## config.mk

```make
export PLATFORM = sky130hd
export DESIGN_NAME = nasti_lite_read_arbiter
export DESIGN_NICKNAME = d
export VERILOG_FILES = /design/src/rtl/nasti_lite_read_arbiter.sv
export SDC_FILE = /design/constraint.sdc
export NUM_CORES = 1
export LEC_CHECK = 0
export BUFFER_PORTS_ARGS = -buffer_cell sky130_fd_sc_hd__buf_4
export CAP_MARGIN = 20
export CORE_MARGIN = 3
export CORE_UTILIZATION = 40
export DETAILED_ROUTE_END_ITERATION = 8
export GPL_ROUTABILITY_DRIVEN = 0
export PLACE_DENSITY = 0.8
export SLEW_MARGIN = 20
export SYNTH_ARGS = -nofsm -noshare
export SYNTH_HDL_FRONTEND = slang
export SYNTH_SLANG_ARGS = --single-unit
```

## constraint.sdc

```tcl
create_clock -name clk -period 3.3 [get_ports clk]
set_input_delay 0.495 -clock clk [delete_from_list [all_inputs] [get_ports clk]]
set_output_delay 0.495 -clock clk [all_outputs]
set_load 0.02 [all_outputs]
```

## src/rtl/nasti_lite_read_arbiter.sv

```systemverilog
// N-master NASTI-lite read arbiter: round-robin AR grant into a one-entry slice,
// R beats routed back through a grant-index FIFO. Define NASTI_LITE_ARB_FIXED_PRIO_EN for fixed priority.

module nasti_lite_read_arbiter_lane #(
  parameter int IW   = 1,
  parameter int LANE = 0
) (
  input  logic          gnt_any,
  input  logic [IW-1:0] gnt_idx,
  input  logic          r_route,
  input  logic [IW-1:0] head,
  output logic          ar_ready,
  output logic          r_valid
);
  assign ar_ready = gnt_any && (gnt_idx == IW'(LANE));
  assign r_valid  = r_route && (head == IW'(LANE));
endmodule

module nasti_lite_read_arbiter #(
  parameter int N_MASTER        = 2,
  parameter int ID_WIDTH        = 1,
  parameter int ADDR_WIDTH      = 8,
  parameter int DATA_WIDTH      = 32,
  parameter int USER_WIDTH      = 1,
  parameter int MAX_OUTSTANDING = 4
) (
  input  logic                                clk,
  input  logic                                rstn,
  input  logic [N_MASTER-1:0][ID_WIDTH-1:0]   m_ar_id,
  input  logic [N_MASTER-1:0][ADDR_WIDTH-1:0] m_ar_addr,
  input  logic [N_MASTER-1:0][2:0]            m_ar_prot,
  input  logic [N_MASTER-1:0][USER_WIDTH-1:0] m_ar_user,
  input  logic [N_MASTER-1:0]                 m_ar_valid,
  output logic [N_MASTER-1:0]                 m_ar_ready,
  output logic [ID_WIDTH-1:0]                 m_r_id,
  output logic [DATA_WIDTH-1:0]               m_r_data,
  output logic [1:0]                          m_r_resp,
  output logic [USER_WIDTH-1:0]               m_r_user,
  output logic [N_MASTER-1:0]                 m_r_valid,
  input  logic [N_MASTER-1:0]                 m_r_ready,
  output logic [ID_WIDTH-1:0]                 s_ar_id,
  output logic [ADDR_WIDTH-1:0]               s_ar_addr,
  output logic [2:0]                          s_ar_prot,
  output logic [USER_WIDTH-1:0]               s_ar_user,
  output logic                                s_ar_valid,
  input  logic                                s_ar_ready,
  input  logic [ID_WIDTH-1:0]                 s_r_id,
  input  logic [DATA_WIDTH-1:0]               s_r_data,
  input  logic [1:0]                          s_r_resp,
  input  logic [USER_WIDTH-1:0]               s_r_user,
  input  logic                                s_r_valid,
  output logic                                s_r_ready
);
  localparam int IW = (N_MASTER > 1) ? $clog2(N_MASTER) : 1;
  localparam int PW = (MAX_OUTSTANDING > 1) ? $clog2(MAX_OUTSTANDING) : 1;
  localparam int CW = $clog2(MAX_OUTSTANDING + 1);

  if (DATA_WIDTH != 32 && DATA_WIDTH != 64) begin : g_bad_dw
    $fatal(1, "nasti_lite_read_arbiter: DATA_WIDTH must be 32 or 64");
  end

  logic                          slice_free, fifo_ok, gnt_any, pop, r_route;
  logic [IW-1:0]                 gnt_idx, head;
  logic [MAX_OUTSTANDING-1:0][IW-1:0] route_q;
  logic [PW-1:0]                 wr_ptr, rd_ptr;
  logic [CW-1:0]                 cnt;

  assign slice_free = !s_ar_valid || s_ar_ready;
  // A pop in this cycle does not free a slot until the next one.
  assign fifo_ok    = cnt < CW'(MAX_OUTSTANDING);

`ifdef NASTI_LITE_ARB_FIXED_PRIO_EN
  always_comb begin
    gnt_any = 1'b0;
    gnt_idx = '0;
    if (slice_free && fifo_ok)
      for (int i = N_MASTER - 1; i >= 0; i--)
        if (m_ar_valid[i]) begin
          gnt_any = 1'b1;
          gnt_idx = IW'(i);
        end
  end
`else
  logic [IW-1:0] rr_last;

  // Scan backwards so the last hit is the first master after rr_last.
  always_comb begin
    gnt_any = 1'b0;
    gnt_idx = '0;
    if (slice_free && fifo_ok)
      for (int i = N_MASTER; i >= 1; i--)
        if (m_ar_valid[IW'((int'(rr_last) + i) % N_MASTER)]) begin
          gnt_any = 1'b1;
          gnt_idx = IW'((int'(rr_last) + i) % N_MASTER);
        end
  end

  always_ff @(posedge clk or negedge rstn)
    if (!rstn)        rr_last <= IW'(N_MASTER - 1);
    else if (gnt_any) rr_last <= gnt_idx;
`endif

  assign head    = route_q[rd_ptr];
  assign r_route = s_r_valid && (cnt != '0);
  assign pop     = s_r_valid && s_r_ready;

  for (genvar k = 0; k < N_MASTER; k++) begin : g_lane
    nasti_lite_read_arbiter_lane #(.IW(IW), .LANE(k)) u_lane (
      .gnt_any  (gnt_any),
      .gnt_idx  (gnt_idx),
      .r_route  (r_route),
      .head     (head),
      .ar_ready (m_ar_ready[k]),
      .r_valid  (m_r_valid[k])
    );
  end

  assign s_r_ready = (cnt != '0) && m_r_ready[head];
  assign m_r_id    = s_r_id;
  assign m_r_data  = s_r_data;
  assign m_r_resp  = s_r_resp;
  assign m_r_user  = s_r_user;

  always_ff @(posedge clk or negedge rstn)
    if (!rstn) begin
      s_ar_valid <= 1'b0;
      s_ar_id    <= '0;
      s_ar_addr  <= '0;
      s_ar_prot  <= '0;
      s_ar_user  <= '0;
    end else if (gnt_any) begin
      s_ar_valid <= 1'b1;
      s_ar_id    <= m_ar_id[gnt_idx];
      s_ar_addr  <= m_ar_addr[gnt_idx];
      s_ar_prot  <= m_ar_prot[gnt_idx];
      s_ar_user  <= m_ar_user[gnt_idx];
    end else if (s_ar_ready) begin
      s_ar_valid <= 1'b0;
    end

  function automatic logic [PW-1:0] ptr_inc(input logic [PW-1:0] p);
    return (p == PW'(MAX_OUTSTANDING - 1)) ? '0 : p + PW'(1);
  endfunction

  always_ff @(posedge clk or negedge rstn)
    if (!rstn) begin
      route_q <= '0;
      wr_ptr  <= '0;
      rd_ptr  <= '0;
      cnt     <= '0;
    end else begin
      if (gnt_any) begin
        route_q[wr_ptr] <= gnt_idx;
        wr_ptr          <= ptr_inc(wr_ptr);
      end
      if (pop) rd_ptr <= ptr_inc(rd_ptr);
      if (gnt_any && !pop)      cnt <= cnt + CW'(1);
      else if (!gnt_any && pop) cnt <= cnt - CW'(1);
    end

`ifndef SYNTHESIS
  // A beat with nothing outstanding means the slave is misbehaving.
  a_no_orphan_r: assert property (@(posedge clk) disable iff (!rstn)
    !(s_r_valid && cnt == '0))
    else $error("nasti_lite_read_arbiter: slave R beat with no outstanding AR");
`endif

endmodule

```

==> impl_metrics.csv <==
group,metric,value,unit
placed_design,io_buffers,51,
sta,worst_slew_pin_slew,528,ps
global_route,grt_pass1_wl,5070,um
cells_and_area,final_cell_mix,"54 x buf_4, 26 x a21oi_1, 25 x dfrtp_1, 14 x mux2i_1, 8 x a31oi_1",
synth,synth_warnings,0,
die,dieArea,4890,um2
synth,synthesis.area,1630,um2
worst_setup_path,crit_fanout,4,
sta,grt_setup_unrepaired,"false",
clocking,postCtsSetupBuffers,0,
synth,synth_seq_cells,26,
die,core,3800,um2
sta,finalWorstSetupSlack,878,ps
synth,syn_nets,241,
clocking,ctsResizeCount,0,
routing,drcViolationCount,0,
synth,synthCells,164,
routing,ant_nets,0,
synth,synthFlopType,"dfrtp_1",
worst_setup_path,ff2ff_path_depth,7,
routing,first_pass_iters,2,
die,die_w,69.9,um
worst_setup_path,path_cells,"mux4_2 > mux2i_2 > inv_1 > ha_1 > inv_1 > fa_1 > mux2_2",
clocking,cts_num_sinks,26,
routing,drtIter0Drc,18,
global_route,track_usage,12.6,%
sta,slew_headroom,64.8,%
sta,worst_clock_skew,5.87,ps
sta,fin_crit,2420,ps
routing,num_vias,1106,
clocking,cts_inserted_buffers,3,
clocking,cts-root-buf,"clkbuf_8",
outcome,status,"completed",
routing,viasPerCell,5.00,
cells_and_area,design_area,1810,um2
worst_setup_path,start_kind,"flip-flop",
cells_and_area,area_growth,10.8,%
sta,hold_viol_final,0,
die,start_util,43.0,%
global_route,grt_max_degree,27,
worst_setup_path,end_kind,"flip-flop",
power,vdd_ir_drop_max,0.383,mV
power,p_per_area,944,nW/um2
worst_setup_path,crit_type,"flip-flop to flip-flop",
placed_design,placed_area,1770,um2
synth,yosysUniqueCellTypes,28,
clocking,clk_path_buf_depth,2,
power,p_leak,0.862,nW
clocking,clk_latency,270,ps
global_route,overflow,0,
synth,async_flop_share,100,%
worst_setup_path,slowest_delay,580,ps
die,die_h,69.9,um
global_route,antenna_found_initial,0,
cells_and_area,layout-drive-gt1-share,35.8,%
sta,finalMaxSlewViolations,0,
placed_design,place_ws,866,ps
sta,fmaxAchievable,0.413,GHz
worst_setup_path,required,3460,ps
worst_setup_path,cpMaxStageDelayCell,"mux4_2",
global_route,first_global_vias,1166,
synth,synth-seq-area-share,39.9,%
cells_and_area,nNetsFinal,251,
worst_setup_path,regToRegSetupSlack,880,ps
worst_setup_path,critPathArrivalTime,2590,ps
clocking,cts.clk_slew.worst_paths,90,ps
die,rows,22,
placed_design,dp_hpwl,2120,um
routing,wire_per_inst,13.6,um
sta,setup_viol,0,
min_path,hold_path.class,"input pin to asynchronous set/reset pin",
sta,finalSetupTns,0,ps
flow_run,max_cap_viol_count,0,
clocking,tritoncts,"yes",
clocking,ctsHoldBuffers,0,
synth,syn_area_per_cell,9.96,um2
synth,synth-edff-count,0,
worst_setup_path,regToRegEndpoint,"cnt[1]$_DFFE_PN0P_",
worst_setup_path,timing.rr.start,"rd_ptr[0]$_DFFE_PN0P_",
clocking,htreeDepth,1,
cells_and_area,final_common_cell,"buf_4",
routing,routed_wl,3010,um
die,ioPinCount,125,
worst_setup_path,timing.critical_path.mode_cell,"inv_1",
power,power.total,1.71,mW
cells_and_area,antennaDiodeCount,0,
sta,post-route-period-util,73.4,%
logic make-up after synthesis:
| family | Yosys count | share of synthesized area, % |
|---|---|---|
| buffers and inverters | 54 | 21.6 |
| and+or+nand+nor | 16 | 4.98 |
| xor gates and xnor gates | 4 | 2.14 |
| DFF | 26 | 39.9 |
| AOI/OAI and AO/OA | 38 | 12.7 |
| adders and majority gates | 7 | 5.82 |
| muxes | 19 | 12.9 |
where the power goes:
part | total, mW | internal [mW] | switching [mW]
sequential | 0.651 | 0.486 | 0.165
combinational | 0.874 | 0.431 | 0.442
clock | 0.183 | 0.0864 | 0.0969
cell usage after synthesis, drive strengths merged, types with 3 or more instances:
cell / instances / area share, %
buf: 41 / 19
a21oi: 26 / 8.0
dfrtp: 25 / 38
mux2i: 15 / 9.4
a31oi: 8 / 3.1
clkbuf: 8 / 1.8
ha: 6 / 4.6
inv: 5 / 1.1
nor2: 5 / 1.1
mux2: 3 / 2.1
nor2b: 3 / 1.1
xor2: 3 / 1.6
worst max path at each step:
stage / cells past startpoint / endpoint / from
after floorplan: 10 / cnt[2]$_DFFE_PN0P_ / m_ar_valid[0]
after global placement: 7 / cnt[1]$_DFFE_PN0P_ / rd_ptr[0]$_DFFE_PN0P_
after detailed placement: 7 / cnt[1]$_DFFE_PN0P_ / rd_ptr[0]$_DFFE_PN0P_
after CTS: 7 / cnt[1]$_DFFE_PN0P_ / rd_ptr[0]$_DFFE_PN0P_
after global routing: 7 / cnt[1]$_DFFE_PN0P_ / rd_ptr[0]$_DFFE_PN0P_
final: 7 / cnt[1]$_DFFE_PN0P_ / rd_ptr[0]$_DFFE_PN0P_
per-layer routing:
metal / global-route usage, % / part of all wire (%)
met2: 21.4 / 49
met1: 15.3 / 43
met5: 0 / 0
met4: 5.11 / 1.4
met3: 2.73 / 6.9
flip-flops by register name, indices dropped and copies added (netlist names):
| name | count |
|---|---|
| s_ar_id | 1 |
| rr_last | 1 |
| s_ar_prot | 3 |
| rd_ptr | 2 |
| s_ar_addr | 8 |
| s_ar_user | 1 |
| route_q | 4 |
| wr_ptr | 2 |
| s_ar_valid | 1 |
| cnt | 3 |
through the flow:
stage,utilization (%),hold WS [ps],std cells
after floorplan,-,199,164
after global placement,46.5,426,217
after detailed placement,46.5,423,217
after CTS,47.7,128,221
after global routing,47.7,136,221
final,47.7,119,221
worst max-delay path, delay by kind of cell (launching register included):
family / cells / cell delay, ps
buffers and inverters: 2 / 150
muxes: 3 / 1120
DFF: 1 / 410
adders and majority gates: 2 / 630
layout make-up:
| type | count | area [um2] |
|---|---|---|
| Inverter | 5 | 18.8 |
| Clock buffer | 4 | 45.0 |
| Timing Repair Buffer | 54 | 405 |
| Fill cell | 362 | 1990 |
| Sequential cell | 26 | 652 |
| Multi-Input combinational cell | 84 | 629 |
| Tap cell | 48 | 60.1 |
Note: power is estimated with default switching activity, not from simulation.
